===== src/rtl/cpu7_tlb_sched_pkg.sv =====
// Shared types for the cpu7 TLB request scheduler: FSM states and the
// translation result bundle layout {paddr, hit, uncache, exccode}.
package cpu7_tlb_sched_pkg;

  typedef enum logic [1:0] {
    StIdle  = 2'd0,
    StBusyI = 2'd1,
    StBusyD = 2'd2
  } state_e;

  localparam int unsigned EXC_W = 6;

  function automatic int unsigned res_w(input int unsigned pa_w);
    return pa_w + 2 + EXC_W;
  endfunction

endpackage


===== src/rtl/cpu7_tlb_sched_slot.sv =====
// Per-port pending request register: capture, clear on cancel/grant,
// overwrite on a repeat request, and bypass of the live request pulse.
module cpu7_tlb_sched_slot
  import cpu7_tlb_sched_pkg::*;
#(
  parameter int unsigned VA_W = 32
) (
  input  logic            clk,
  input  logic            resetn,
  input  logic            req,
  input  logic [VA_W-1:0] vaddr,
  input  logic            wr,
  input  logic            cancel,
  input  logic            grant,
  input  logic            busy,
  output logic            cand,
  output logic [VA_W-1:0] iss_vaddr,
  output logic            iss_wr,
  output logic            ovf
);

  logic            valid_q, valid_d;
  logic [VA_W-1:0] vaddr_q, vaddr_d;
  logic            wr_q, wr_d;

  assign cand      = ~cancel & (valid_q | req);
  // A live pulse is always the newest request, so it takes precedence over the slot.
  assign iss_vaddr = req ? vaddr : vaddr_q;
  assign iss_wr    = req ? wr : wr_q;
  assign ovf       = req & ~cancel & (valid_q | busy);

  always_comb begin
    valid_d = valid_q;
    vaddr_d = vaddr_q;
    wr_d    = wr_q;
    if (cancel || grant) begin
      valid_d = 1'b0;
    end else if (req) begin
      valid_d = 1'b1;
      vaddr_d = vaddr;
      wr_d    = wr;
    end
  end

  always_ff @(posedge clk or negedge resetn) begin
    if (!resetn) begin
      valid_q <= 1'b0;
      vaddr_q <= '0;
      wr_q    <= 1'b0;
    end else begin
      valid_q <= valid_d;
      vaddr_q <= vaddr_d;
      wr_q    <= wr_d;
    end
  end

endmodule


===== src/rtl/cpu7_tlb_sched.sv =====
// Shares one translation unit between the inst and data TLB ports. Data has
// priority; a starvation counter forces an inst grant after STARVE_MAX data grants.
module cpu7_tlb_sched
  import cpu7_tlb_sched_pkg::*;
#(
  parameter int unsigned VA_W       = 32,
  parameter int unsigned PA_W       = 32,
  parameter int unsigned STARVE_MAX = 4
) (
  input  logic             clk,
  input  logic             resetn,
  input  logic             inst_tlb_req,
  input  logic [VA_W-1:0]  inst_tlb_vaddr,
  input  logic             inst_tlb_cancel,
  input  logic             data_tlb_req,
  input  logic [VA_W-1:0]  data_tlb_vaddr,
  input  logic             data_tlb_wr,
  input  logic             data_tlb_cancel,
  output logic             tu_req,
  output logic [VA_W-1:0]  tu_vaddr,
  output logic             tu_wr,
  output logic             tu_is_inst,
  input  logic             tu_done,
  input  logic [PA_W-1:0]  tu_paddr,
  input  logic             tu_hit,
  input  logic             tu_uncache,
  input  logic [EXC_W-1:0] tu_exccode,
  output logic             itlb_finish,
  output logic [PA_W-1:0]  itlb_paddr,
  output logic             itlb_hit,
  output logic             itlb_uncache,
  output logic [EXC_W-1:0] itlb_exccode,
  output logic             dtlb_finish,
  output logic [PA_W-1:0]  dtlb_paddr,
  output logic             dtlb_hit,
  output logic             dtlb_uncache,
  output logic [EXC_W-1:0] dtlb_exccode,
  output logic             sched_ovf
);

  localparam int unsigned RES_W      = res_w(PA_W);
  localparam logic [3:0]  STARVE_LIM = 4'(STARVE_MAX);

  state_e           state_q, state_d;
  logic             idle, busy_i, busy_d;
  logic             i_cand, d_cand, i_win, d_win, i_ovf, d_ovf;
  logic             i_iss_wr, d_iss_wr;
  logic [VA_W-1:0]  i_iss_vaddr, d_iss_vaddr;
  logic [3:0]       starve_q, starve_d;
  logic             i_drop_q, i_drop_d, d_drop_q, d_drop_d;
  logic             i_fin_q, i_fin_d, d_fin_q, d_fin_d;
  logic [RES_W-1:0] i_res_q, i_res_d, d_res_q, d_res_d, tu_res;
  logic             ovf_q;

  assign idle   = (state_q == StIdle);
  assign busy_i = (state_q == StBusyI);
  assign busy_d = (state_q == StBusyD);
  assign tu_res = {tu_paddr, tu_hit, tu_uncache, tu_exccode};

  // A request coinciding with tu_done for the same port is a fresh request, not an overflow.
  cpu7_tlb_sched_slot #(.VA_W(VA_W)) u_inst_slot (
    .clk      (clk),
    .resetn   (resetn),
    .req      (inst_tlb_req),
    .vaddr    (inst_tlb_vaddr),
    .wr       (1'b0),
    .cancel   (inst_tlb_cancel),
    .grant    (i_win),
    .busy     (busy_i & ~tu_done),
    .cand     (i_cand),
    .iss_vaddr(i_iss_vaddr),
    .iss_wr   (i_iss_wr),
    .ovf      (i_ovf)
  );

  cpu7_tlb_sched_slot #(.VA_W(VA_W)) u_data_slot (
    .clk      (clk),
    .resetn   (resetn),
    .req      (data_tlb_req),
    .vaddr    (data_tlb_vaddr),
    .wr       (data_tlb_wr),
    .cancel   (data_tlb_cancel),
    .grant    (d_win),
    .busy     (busy_d & ~tu_done),
    .cand     (d_cand),
    .iss_vaddr(d_iss_vaddr),
    .iss_wr   (d_iss_wr),
    .ovf      (d_ovf)
  );

  assign d_win = idle & d_cand & ~(i_cand & (starve_q == STARVE_LIM));
  assign i_win = idle & i_cand & ~d_win;

  assign tu_req     = d_win | i_win;
  assign tu_vaddr   = d_win ? d_iss_vaddr : (i_win ? i_iss_vaddr : '0);
  assign tu_wr      = d_win ? d_iss_wr : (i_win & i_iss_wr);
  assign tu_is_inst = i_win;

  always_comb begin
    starve_d = starve_q;
    if (i_win || !i_cand) begin
      starve_d = '0;
    end else if (d_win && starve_q != STARVE_LIM) begin
      starve_d = starve_q + 4'd1;
    end
  end

  always_comb begin
    state_d  = state_q;
    i_fin_d  = 1'b0;
    d_fin_d  = 1'b0;
    i_res_d  = i_res_q;
    d_res_d  = d_res_q;
    i_drop_d = i_drop_q;
    d_drop_d = d_drop_q;
    unique case (state_q)
      StIdle: begin
        if (d_win) begin
          state_d = StBusyD;
        end else if (i_win) begin
          state_d = StBusyI;
        end
      end
      StBusyI: begin
        if (tu_done) begin
          state_d  = StIdle;
          i_drop_d = 1'b0;
          if (!(i_drop_q || inst_tlb_cancel)) begin
            i_fin_d = 1'b1;
            i_res_d = tu_res;
          end
        end else if (inst_tlb_cancel) begin
          i_drop_d = 1'b1;
        end
      end
      StBusyD: begin
        if (tu_done) begin
          state_d  = StIdle;
          d_drop_d = 1'b0;
          if (!(d_drop_q || data_tlb_cancel)) begin
            d_fin_d = 1'b1;
            d_res_d = tu_res;
          end
        end else if (data_tlb_cancel) begin
          d_drop_d = 1'b1;
        end
      end
      default: state_d = StIdle;
    endcase
  end

  always_ff @(posedge clk or negedge resetn) begin
    if (!resetn) begin
      state_q  <= StIdle;
      starve_q <= '0;
      i_drop_q <= 1'b0;
      d_drop_q <= 1'b0;
      i_fin_q  <= 1'b0;
      d_fin_q  <= 1'b0;
      i_res_q  <= '0;
      d_res_q  <= '0;
      ovf_q    <= 1'b0;
    end else begin
      state_q  <= state_d;
      starve_q <= starve_d;
      i_drop_q <= i_drop_d;
      d_drop_q <= d_drop_d;
      i_fin_q  <= i_fin_d;
      d_fin_q  <= d_fin_d;
      i_res_q  <= i_res_d;
      d_res_q  <= d_res_d;
      ovf_q    <= ovf_q | i_ovf | d_ovf;
    end
  end

  assign itlb_finish = i_fin_q;
  assign dtlb_finish = d_fin_q;
  assign {itlb_paddr, itlb_hit, itlb_uncache, itlb_exccode} = i_res_q;
  assign {dtlb_paddr, dtlb_hit, dtlb_uncache, dtlb_exccode} = d_res_q;
  assign sched_ovf = ovf_q;

endmodule


===== config.mk =====
export PLATFORM = sky130hd
export DESIGN_NAME = cpu7_tlb_sched
export DESIGN_NICKNAME = d
export VERILOG_FILES = /design/src/rtl/cpu7_tlb_sched_pkg.sv /design/src/rtl/cpu7_tlb_sched_slot.sv /design/src/rtl/cpu7_tlb_sched.sv
export SDC_FILE = /design/constraint.sdc
export NUM_CORES = 1
export LEC_CHECK = 0
export CORE_MARGIN = 2
export CORE_UTILIZATION = 47
export CTS_CLUSTER_DIAMETER = 40
export DETAILED_ROUTE_END_ITERATION = 16
export PLACE_DENSITY = 0.81
export SLEW_MARGIN = 5
export SYNTH_ARGS = -nofsm -noshare
export SYNTH_HDL_FRONTEND = slang
export SYNTH_HIERARCHICAL = 1
export SYNTH_SLANG_ARGS = --single-unit

===== constraint.sdc =====
create_clock -name clk -period 2.65 [get_ports clk]
set_input_delay 0.3975 -clock clk [delete_from_list [all_inputs] [get_ports clk]]
set_output_delay 0.3975 -clock clk [all_outputs]
set_load 0.01 [all_outputs]

# --- Word-level counts from Yosys, hierarchy flattened ---
# Index checks and enable logic that the tools add are counted.
totals:
  output_inout_bits: 118
  wordCells: 96
  in_bits: 112
  reg_bits: 159
op_classes:
  bitwise: 28
  add_sub_neg: 1
  reduce_logical: 19
  mux: 27
  eq_ne: 6
ops:
  columns: ["operator", "n"]
  rows:
  - ["$mux W32", 4]
  - ["$mux W1", 17]
  - ["$and A1 B1 Y1", 14]
  - ["$reduce_bool A2 Y1", 5]
  - ["$mux W4", 2]
  - ["$not A1 Y1", 7]
  - ["$or A1 B1 Y1", 7]
  - ["$mux W2", 3]
  - ["$reduce_and A2 Y1", 3]
  - ["$reduce_and A3 Y1", 2]
  - ["$logic_or A1 B1 Y1", 5]
  - ["$add A4 B1 Y4 const B", 1]
  - ["$eq A4 B3 Y1 const B", 1]
  - ["$ne A4 B3 Y1 const B", 1]
  - ["$pmux W2 S2", 1]
  - ["$ne A3 B1 Y1 const B", 1]
  - ["$eq A2 B1 Y1 const B", 1]
  - ["$eq A2 B2 Y1 const B", 1]
  - ["$logic_not A2 Y1", 1]
  - ["$ne A2 B1 Y1 const B", 1]
  - ["$reduce_or A2 Y1", 1]
  - ["$logic_and A1 B1 Y1", 1]
  - ["$logic_not A1 Y1", 1]

# --- Depth between registers and ports, before layout ---
# Gate-level depths: netlist (run 1).
logic_depth:
  ltp_word: 10
  mapped_depth: 11
  mapped_depth_nobuf: 6

# --- By module ---
# Netlist (run 1), hierarchy kept.
by_module_without_submodules:
  columns: ["mod", "seq_area_each_um2", "cells_each", "instances", "area_each_um2"]
  rows:
  - ["cpu7_tlb_sched", 2277.2, 266, 1, 3917.5]
  - ["cpu7_tlb_sched_slot", 850.8, 113, 2, 1692.9]

# --- Least setup slack after synthesis (run 1) ---
# OpenSTA, ideal clock, no wires.
synth_path:
  kind: "input-to-reg"
  start: "input port data_tlb_req"
  end: "register u_inst_slot.vaddr_q[10]"
  t_required_ns: 2.525
  cell_stages: 11
  n_path_buf: 5
  slack_ns: 0.011
  setup_ns: 0.125
  t_arrival_ns: 2.514
  cell_sequence: "buf_4 buf_2 nor2_1 nor2_1 inv_1 o211a_1 buf_2 buf_4 nor3b_4 buf_6 mux2_2"
synth_via:
  elab_chain_cells: 7
synth_lines:
  columns: ["element", "line", "rtl"]
  rows:
  - ["start, declared", "cpu7_tlb_sched.sv:15", "input logic data_tlb_req,"]
  - ["$or A1 B1 Y1", "cpu7_tlb_sched_slot.sv:26", "assign cand = ~cancel & (valid_q | req);"]
  - ["$and A1 B1 Y1", "cpu7_tlb_sched_slot.sv:26", null]
  - ["via d_cand", "cpu7_tlb_sched.sv:46", "logic i_cand, d_cand, i_win, d_win, i_ovf, d_ovf;"]
  - ["$and A1 B1 Y1 (2 in series)", "cpu7_tlb_sched.sv:91", "assign d_win = idle & d_cand & ~(i_cand & (starve_q == STARVE_LIM));"]
  - ["$not A1 Y1", "cpu7_tlb_sched.sv:92", "assign i_win = idle & i_cand & ~d_win;"]
  - ["$and A1 B1 Y1", "cpu7_tlb_sched.sv:92", null]
  - ["via tu_is_inst", "cpu7_tlb_sched.sv:22", "output logic tu_is_inst,"]
  - ["$logic_or A1 B1 Y1", "cpu7_tlb_sched_slot.sv:36", "if (cancel || grant) begin"]
  - ["end signal, assigned", "cpu7_tlb_sched_slot.sv:52", "vaddr_q <= vaddr_d;"]
  - ["end, declared", "cpu7_tlb_sched_slot.sv:23", "logic [VA_W-1:0] vaddr_q, vaddr_d;"]
# The timed path passes the listed nets, and every way through them passes these cells.
# A chain may end at the register's enable or synchronous reset.

# --- Worst setup path in the final report (run 1) ---
layout_path:
  start: "register starve_q[0]"
  end: "output port tu_vaddr[1]"
layout_via:
  elab_chain_cells: 8
layout_lines:
  columns: ["element", "line", "rtl"]
  rows:
  - ["start, declared", "cpu7_tlb_sched.sv:49", "logic [3:0] starve_q, starve_d;"]
  - ["start signal, assigned", "cpu7_tlb_sched.sv:165", "starve_q <= starve_d;"]
  - ["$eq A4 B3 Y1 *", "cpu7_tlb_sched.sv:91", null]
  - ["$and A1 B1 Y1 *", "cpu7_tlb_sched.sv:91", null]
  - ["$not A1 Y1 *", "cpu7_tlb_sched.sv:91", null]
  - ["$and A1 B1 Y1 *", "cpu7_tlb_sched.sv:91", null]
  - ["$not A1 Y1", "cpu7_tlb_sched.sv:92", null]
  - ["$and A1 B1 Y1", "cpu7_tlb_sched.sv:92", null]
  - ["$mux W32", "cpu7_tlb_sched.sv:95", "assign tu_vaddr = d_win ? d_iss_vaddr : (i_win ? i_iss_vaddr : '0);"]
  - ["$mux W32 *", "cpu7_tlb_sched.sv:95", null]
  - ["end, declared", "cpu7_tlb_sched.sv:20", "output logic [VA_W-1:0] tu_vaddr,"]
# Every way passes the cells marked *; elsewhere a longest branch is shown, timed or not.

==> results.json, run 1 <==
{
  "status": "finished, final reports clean",
  "crit_slowest_cell": "dfrtp_1",
  "synth_flop_cell": "dfrtp_1",
  "ys_seq_elements": 159,
  "yosys_warnings": 6,
  "grt_antenna_before_repair": 0,
  "syn_inst": 492,
  "endpoint_kind": "output pin",
  "clockBufferDepth": 2,
  "grt_max_degree": 82,
  "dp_hpwl_microns": 12600,
  "vias_per_cell": 5.33,
  "clkLatencyLatePin_ns": 0.41,
  "place.gp.congestion": 0.793,
  "crit_type": "register to output pin",
  "powerDensity_mw_per_mm2": 960,
  "hp-class": "primary input to register",
  "drive_gt1_frac": 0.418,
  "cts.clk_slew.worst_paths_ns": 0.06,
  "critPathLaunchType": "register",
  "dr.pass1.iters": 4,
  "fmax_mhz": 382,
  "hold_viol": 0,
  "arrival_ns": 2.22,
  "clock_sinks": 159,
  "fin_area_sq_mm": 0.0105,
  "core_sq_mm": 0.0152,
  "finalSetupViolCount": 0,
  "final_nets": 856,
  "avgRoutedWirePerCell_microns": 19.5,
  "cp_max_fo": 12,
  "cts_buffers": 17,
  "synthTopCellsByArea": "dfrtp_1 (54%), mux2_2 (31%), a22o_1 (3.1%), mux2_1 (2.0%), buf_6 (1.5%)",
  "ys_async_sr_fraction": 1.00,
  "slowest_delay_ns": 0.36,
  "synth_top_area_cell": "dfrtp_1",
  "path_cells": "inv_2, ha_4, and3b_2, a211oi_4, buf_4, buf_6, buf_16, a22o_1, buf_2",
  "final_util": 0.688,
  "port_buffers": 229,
  "antennaDiodeCount": 0,
  "synth_cell_types": 32,
  "drt_iter0_drc": 262,
  "drc": 0,
  "synth_edf_count": 0,
  "rsz0062_at_grt": "yes",
  "drv_cap": 0,
  "start_util": 0.480,
  "grt_pass1_wl_microns": 28900,
  "worstPathRequired_ns": 2.25,
  "placed_area_sq_mm": 0.00986,
  "timing.final.crit_share": 0.989,
  "nFillCells": 1053,
  "grt.total_usage": 0.226,
  "syn_avg_cell_area_sq_um": 14.8,
  "vias": 5010,
  "postRouteAntennaNets": 0,
  "syn_area_sq_mm": 0.00730,
  "boundaryPins": 230,
  "setup_ws_ns": 0.0303,
  "htreeDepth": 4,
  "cts_tree": "done",
  "synth_top_area_frac": 0.545,
  "fp-row-count": 45,
  "fin_skew_ns": 0.0103,
  "grt_pass1_vias": 5649,
  "area_delta_synth_final_pct": 43.2,
  "wirelength_microns": 18300,
  "die_x_microns": 129,
  "die_height_microns": 129,
  "leakage_nw": 4.47,
  "post-place-ws_ns": -0.0730,
  "die_area_sq_mm": 0.0166,
  "period_minus_slack_ns": 2.62,
  "seq_area_frac_synth": 0.545,
  "fin_setup_tns_ns": 0,
  "peakVddDrop_mv": 0.843,
  "cts-root-buf": "clkbuf_16",
  "drv_slew": 0,
  "gr-total-overflow": 0
}
-- report_power, final --
group	switching (mW)	internal, mW	total, mW	leakage [nW]
clock	1.01	1.31	2.32	0.272
combinational	1.50	2.42	3.92	2.26
sequential	0.479	3.32	3.80	1.93
-- Yosys cell counts, types with 3 or more instances --
cell	number
inv_1	6
ha_1	5
nor3b_1	3
buf_6	10
buf_2	18
a21oi_1	4
a22o_2	10
a22o_1	26
buf_4	3
mux2_2	200
mux2_1	13
nor2b_1	3
dfrtp_1	159
nor2_1	9
-- cell type report --
class / instances / area, sq um / share of cell area
multi-input combinational: 297 / 3120 / 0.299
clock inverter: 15 / 136 / 0.0130
tap: 188 / 235 / 0.0225
sequential: 159 / 3980 / 0.380
clock buffer: 17 / 425 / 0.0407
inverter: 6 / 22.5 / 0.00215
timing repair buffer: 258 / 2540 / 0.243
-- cells in the final DEF, fill, tap and decap left out, types with 2 or more instances in the layout --
master	count
mux2_2	200
clkdlybuf4s50_1	193
dfrtp_1	159
a22o_1	26
clkbuf_16	18
buf_4	15
mux2_1	13
buf_6	13
clkbuf_2	13
buf_2	12
nor2_1	9
a22o_2	8
buf_12	7
inv_1	4
a21oi_1	4
ha_1	4
clkinv_2	4
inv_6	4
nor2b_1	3
nor3b_1	3
clkinvlp_4	3
a22o_4	2
inv_2	2
nand2_1	2
nor3_4	2
nand2b_1	2
clkinv_4	2
nor3b_4	2
nor3_1	2
conb_1	2
-- worst max-delay path: cells and delay by family, from the launching register on --
| kind | cells | cell delay [ns] |
|---|---|---|
| AOI/OAI and AO/OA | 2 | 0.47 |
| adders and majority gates | 1 | 0.15 |
| buffers and inverters | 5 | 0.57 |
| DFF | 1 | 0.36 |
| and+or+nand+nor | 1 | 0.25 |
-- registers in the layout, summed over array words and instances (netlist names), 2 cells and up --
signal	cells
i_res_q	40
state_q	2
d_res_q	40
starve_q	4
u_inst_slot/vaddr_q	32
u_data_slot/vaddr_q	32
-- routing by layer --
layer | track usage | vias to the layer above | part of all wire
li1 | - | 2286 | -
met1 | 0.263 | 2549 | 0.41
met2 | 0.397 | 140 | 0.53
met3 | 0.0516 | 35 | 0.039
met4 | 0.102 | 0 | 0.029
met5 | 0 | - | 0
-- what timing repair did --
action | CTS | global route
gates resized for setup | 27 | 98
pin swaps | 1 | 11
hold buffers | 1 | 0
setup buffers | 5 | 4
gates cloned | 1 | 1
setup endpoints to repair | 34 | 34
endpoints found under the hold margin | 9 | 0
-- stage by stage --
| step | hold WS (ns) | std cells | power (mW) |
|---|---|---|---|
| after floorplan | 0.102 | 493 | 5.61 |
| after CTS | 0.299 | 937 | 10.1 |
| after global routing | 0.360 | 940 | 10.6 |
| final | 0.328 | 940 | 10.0 |
| after global placement | 0.222 | 898 | 7.59 |
| after detailed placement | 0.224 | 898 | 7.75 |
-- final timing paths --
| path | slack (ns) | endpoint | cells after the start | start |
|---|---|---|---|---|
| max | 0.03 | tu_vaddr[1] | 9 | starve_q[0] |
| min | 0.33 | u_inst_slot/valid_q | 3 | inst_tlb_req |
| max reg2reg | 0.22 | u_data_slot/vaddr_q[8] | 10 | starve_q[0] |
| min reg2reg | 0.49 | u_inst_slot/vaddr_q[17] | 1 | u_inst_slot/vaddr_q[17] |
| max in group asynchronous | 1.64 | u_data_slot/vaddr_q[24] | 3 | resetn |
| min in group asynchronous | 0.37 | i_res_q[34] | 2 | resetn |
-- logic make-up after synthesis --
kind of cell / share of synthesized area
multiplexers: 0.328
flip-flops: 0.545
AO/OA/AOI/OAI: 0.0569
buffers and inverters: 0.0339
AND/OR/NAND/NOR: 0.0269
adder cells (fa/ha/maj): 0.00857
other: 0.000513
No activity file was read; power rests on OpenSTA's default activity.
==> run 2: changes to the inputs <==
- CORE_MARGIN: 2 -> not set
==> run 2 against run 1 <==
  * Worst hold slack improved by 0.00081 ns
  * Highest routed layer unchanged
  * Utilization about the same
  * Count of clock-buffer cells in the layout increased by 1
==> results.json, run 2 (synthesized netlist as in run 1, its figures left out) <==
{
  "status": "finished, final reports clean",
  "antennaDiodeCount": 0,
  "crit_type": "register to output pin",
  "clock_power_share": 0.243,
  "reg2reg_from": "starve_q[0]",
  "slew_headroom": 0.640,
  "grt_max_degree": 68,
  "cts_buffers": 17,
  "grt.total_usage": 0.238,
  "port_buffers": 229,
  "die_height_microns": 127,
  "final_nets": 855,
  "worstHoldEndpoint": "u_data_slot/valid_q",
  "core_sq_mm": 0.0152,
  "gr-total-overflow": 0,
  "drt_iter0_drc": 166,
  "avgRoutedWirePerCell_microns": 19.8,
  "power_mw": 10.2,
  "arrival_ns": 2.19,
  "drive_gt1_frac": 0.411,
  "grt_pass1_vias": 5386,
  "r2r_cells": 10,
  "endpoint_kind": "output pin",
  "clockBufferDepth": 2,
  "hold_viol": 0,
  "hp-class": "primary input to register",
  "drv_cap": 0,
  "die_x_microns": 127,
  "largestRegisters": "d_res_q x40, i_res_q x40",
  "fin_area_sq_mm": 0.0105,
  "slowest_delay_ns": 0.36,
  "dr.pass1.iters": 4,
  "final_common_cell": "mux2_2",
  "vias": 4980,
  "rsz0062_at_grt": "yes",
  "vias_per_cell": 5.30,
  "fmax_mhz": 386,
  "placed_area_sq_mm": 0.00982,
  "worstPathRequired_ns": 2.25,
  "power_switching_mw": 3.04,
  "combPwrFrac": 0.384,
  "place.gp.congestion": 0.817,
  "ff2ff_setup_slack_ns": 0.09,
  "clkLatencyLatePin_ns": 0.43,
  "htreeDepth": 4,
  "cp_max_fo": 14,
  "fp-row-count": 45,
  "postRouteAntennaNets": 0,
  "leakage_nw": 4.48,
  "p_seq_frac": 0.373,
  "finalSetupViolCount": 0,
  "boundaryPins": 230,
  "grt_pass1_wl_microns": 29000,
  "peakVddDrop_mv": 0.569,
  "period_minus_slack_ns": 2.59,
  "start_util": 0.480,
  "setup_ws_ns": 0.0605,
  "drv_slew": 0,
  "min-delay-start": "data_tlb_req",
  "drc": 0,
  "critPathLaunchType": "register",
  "layout_common_cells": "mux2_2 (200), clkdlybuf4s50_1 (192), dfrtp_1 (159)",
  "worst_slew_pin_slew_ns": 0.540,
  "cts-root-buf": "clkbuf_16",
  "powerDensity_mw_per_mm2": 973,
  "intPower_mw": 7.14,
  "p_sw_frac": 0.298,
  "timing.final.crit_share": 0.977,
  "post-place-ws_ns": -0.0918,
  "path_cells": "inv_1, ha_1, and3b_2, o211a_4, buf_12, clkbuf_16, a22o_1, clkbuf_2",
  "fin_skew_ns": 0.00757,
  "die_area_sq_mm": 0.0160,
  "clock_sinks": 159,
  "holdPathStages": 3,
  "crit_slowest_cell": "dfrtp_1",
  "dp_hpwl_microns": 12700,
  "wirelength_microns": 18600,
  "cts.clk_slew.worst_paths_ns": 0.06,
  "r2r_end": "u_inst_slot/vaddr_q[5]",
  "grt_antenna_before_repair": 0,
  "area_delta_synth_final_pct": 43.1,
  "cts_tree": "done"
}
==> run 2: per-stage QoR <==
step / TNS, ns / util / hold WS (ns) / cells
final: 0 / 0.687 / 0.329 / 939
after global routing: -0.0310 / 0.687 / 0.338 / 939
after CTS: -0.0440 / 0.686 / 0.306 / 934
after detailed placement: -1.53 / 0.646 / 0.401 / 895
after global placement: -0.433 / 0.646 / 0.384 / 895
after floorplan: 0 / - / 0.102 / 493
==> run 2: repair_timing <==
action                                 4_1_cts  5_1_grt
gates resized for setup                     80       35
cloned                                       1        2
hold buffers                                 1        0
buffers inserted                             5        4
pin swaps                                    1        1
endpoints found under the hold margin       55        0
setup endpoints to repair                   34       34
==> run 2: metal layers <==
layer / GRT usage / share of wire / vias to the layer above
met5: 0 / 0 / -
met4: 0.0945 / 0.024 / 0
met3: 0.0548 / 0.039 / 27
met1: 0.285 / 0.41 / 2529
met2: 0.415 / 0.53 / 132
li1: - / - / 2292
==> run 2: worst max-delay path by stage <==
| stage | startpoint | end | slack [ns] | cells past startpoint |
|---|---|---|---|---|
| 2_1_floorplan | data_tlb_req | u_inst_slot/vaddr_q[10] | 0.01 | 11 |
| 3_3_place_gp | data_tlb_cancel | tu_vaddr[18] | -0.06 | 7 |
| 3_5_place_dp | data_tlb_cancel | tu_vaddr[1] | -0.09 | 7 |
| 4_1_cts | starve_q[0] | tu_vaddr[31] | -0.04 | 9 |
| 5_1_grt | starve_q[1] | tu_vaddr[0] | -0.007 | 8 |
| 6_report | starve_q[0] | tu_vaddr[18] | 0.06 | 8 |
==> run 2: power groups by stage <==
stage	clock network, mW	logic [mW]	registers (mW)
global placement	0	3.80	3.76
floorplan	0	1.60	4.01
finish	2.47	3.91	3.79
CTS	2.52	3.90	3.80
global route	2.63	4.15	3.91
detailed placement	0	3.91	3.83
==> run 2: critical path, delay by kind of cell (launching register included) <==
family	cells	cell delay (ns)
buffers and inverters	4	0.50
and+or+nand+nor	1	0.27
DFF	1	0.36
adders and majority gates	1	0.18
AOI/OAI and AO/OA	2	0.48
==> run 2: layout make-up <==
class	instances	area [sq um]
clock buffer	18	429
clock inverter	14	170
fill	1097	4750
inverter	6	22.5
multi-input combinational	297	3100
sequential	159	3980
tap	188	235
timing repair buffer	257	2510
==> run 3: changes to the inputs <==
- clock period: 2.65 -> 2.5 ns (I/O delays scaled with it)
==> run 3 against run 2 <==
  * The flow now finishes with violations (setup timing)
  * Global-route usage is 0.12 points higher
  * Count of clock-buffer cells in the layout stayed put
  * Critical path depth is 1 higher
  * Non-clock buffer count is 18 higher
  * Highest routed layer unchanged
  * Sequential cell count stayed put
  * Total power is 8.3% higher
==> results.json, run 3 (synthesized netlist as in run 1, its figures left out) <==
{
  "clock_sinks": 159,
  "cts_buffers": 17,
  "wl_met3_microns": 1740,
  "fp-row-count": 45,
  "powerDensity_mw_per_mm2": 1020,
  "die_area_sq_mm": 0.0160,
  "hp-class": "primary input to register",
  "drive_gt1_frac": 0.441,
  "grt_max_degree": 63,
  "worstPathRequired_ns": 2.12,
  "wl_met1_microns": 8020,
  "wl_met2_microns": 9280,
  "drt_iter0_drc": 171,
  "crit_slowest_cell": "dfrtp_1",
  "largestRegisters": "d_res_q x40, i_res_q x40",
  "start_util": 0.480,
  "slowest_delay_ns": 0.36,
  "dpl.cell_count": 905,
  "dp_hpwl_microns": 12800,
  "die_x_microns": 127,
  "path_cells": "inv_2, ha_2, and3b_2, a211oi_4, buf_6, buf_12, buf_4, a22o_1, buf_2",
  "critPathLaunchType": "register",
  "leakage_nw": 4.72,
  "finalSetupViolCount": 18,
  "fmax_mhz": 396,
  "violations": "setup timing",
  "peakVddDrop_mv": 0.733,
  "vias": 5074,
  "placed_area_sq_mm": 0.00989,
  "final_nets": 873,
  "drc": 0,
  "gr-total-overflow": 0,
  "port_buffers": 229,
  "hold_viol": 0,
  "fin_skew_ns": 0.00753,
  "dr.pass1.iters": 4,
  "power_mw": 11.0,
  "cts_tree": "done",
  "final_common_cell": "clkdlybuf4s50_1",
  "postRouteAntennaNets": 0,
  "slew_headroom": 0.600,
  "seqCellArea_sq_mm": 0.00398,
  "clockBufferDepth": 2,
  "drv_slew": 0,
  "grt_pass1_wl_microns": 29300,
  "core_sq_mm": 0.0152,
  "cts-root-buf": "clkbuf_16",
  "clock_power_share": 0.233,
  "cp_max_fo": 8,
  "htreeDepth": 4,
  "grt.total_usage": 0.239,
  "avgRoutedWirePerCell_microns": 20.2,
  "vias_per_cell": 5.30,
  "power_switching_mw": 3.26,
  "multi_input_area_sq_mm": 0.00325,
  "intPower_mw": 7.76,
  "boundaryPins": 230,
  "highest_layer": "met4",
  "endpoint_kind": "output pin",
  "grt_antenna_before_repair": 0,
  "post-place-ws_ns": -0.148,
  "nFillCells": 1011,
  "timing.final.crit_share": 1.01,
  "drv_cap": 0,
  "cts.clk_slew.worst_paths_ns": 0.06,
  "area_delta_synth_final_pct": 48.3,
  "crit_type": "register to output pin",
  "status": "complete, but fails checks",
  "setup_ws_ns": -0.0234,
  "period_minus_slack_ns": 2.52,
  "wirelength_microns": 19400,
  "worst_slew_pin_slew_ns": 0.600,
  "antennaDiodeCount": 0,
  "combPwrFrac": 0.400,
  "layout_common_cells": "clkdlybuf4s50_1 (192), mux2_2 (173), dfrtp_1 (159)",
  "p_sw_frac": 0.296,
  "fin_setup_tns_ns": -0.213,
  "layout.cells.non_filler": 957,
  "fin_area_sq_mm": 0.0108,
  "arrival_ns": 2.15,
  "p_seq_frac": 0.367,
  "place.gp.congestion": 0.801,
  "grt_pass1_vias": 5549,
  "rsz0062_at_grt": "yes",
  "die_height_microns": 127,
  "clkLatencyLatePin_ns": 0.41
}
run 3: through the flow:
step | utilization | hold WS (ns)
CTS | 0.700 | 0.313
global placement | 0.650 | 0.394
global route | 0.713 | 0.370
finish | 0.713 | 0.333
detailed placement | 0.650 | 0.400
floorplan | - | 0.0794
run 3: worst max-delay path: cells and delay by family (launching register included):
family,cells,cell delay (ns)
DFF,1,0.36
and+or+nand+nor,1,0.24
adders and majority gates,1,0.16
buffers and inverters,5,0.59
AOI/OAI and AO/OA,2,0.39
run 3: metal layers:
metal,vias up,global-route usage
met1,2531,0.283
met3,21,0.0915
met2,193,0.401
li1,2329,-
met5,-,0
met4,0,0.0784
run 3: final timing paths:
| kind | from | to | cells after the start | slack [ns] |
|---|---|---|---|---|
| worst min-delay path | data_tlb_req | u_data_slot/valid_q | 3 | 0.33 |
| min in group asynchronous | resetn | u_data_slot/vaddr_q[14] | 2 | 0.52 |
| max in group asynchronous | resetn | i_res_q[9] | 3 | 1.27 |
| worst max-delay path | starve_q[0] | tu_vaddr[12] | 9 | -0.02 |
| worst max register to register | starve_q[0] | u_inst_slot/vaddr_q[2] | 11 | -0.02 |
| worst min register to register | sched_ovf | sched_ovf | 1 | 0.48 |
run 3: layout make-up:
cell class | instances | area share
tap | 188 | 0.0217
inverter | 6 | 0.00208
clock inverter | 14 | 0.0147
clock buffer | 18 | 0.0405
sequential | 159 | 0.367
timing repair buffer | 275 | 0.254
multi-input combinational | 297 | 0.300
run 3: what timing repair did:
action                     CTS  global route
setup endpoints to repair   34            91
gates cloned                 4             3
gates resized for setup    130            49
hold buffers                 1             0
buffers inserted             9             4
hold endpoints to repair    58             0
pin swaps                    4             8
run 3: power by group through the flow:
stage / Combinational [mW] / Sequential [mW] / Clock, mW
after floorplan: 1.69 / 4.25 / 0
after global placement: 4.05 / 3.98 / 0
after detailed placement: 4.16 / 4.06 / 0
after CTS: 4.30 / 4.03 / 2.62
after global routing: 4.66 / 4.15 / 2.73
final: 4.40 / 4.04 / 2.57
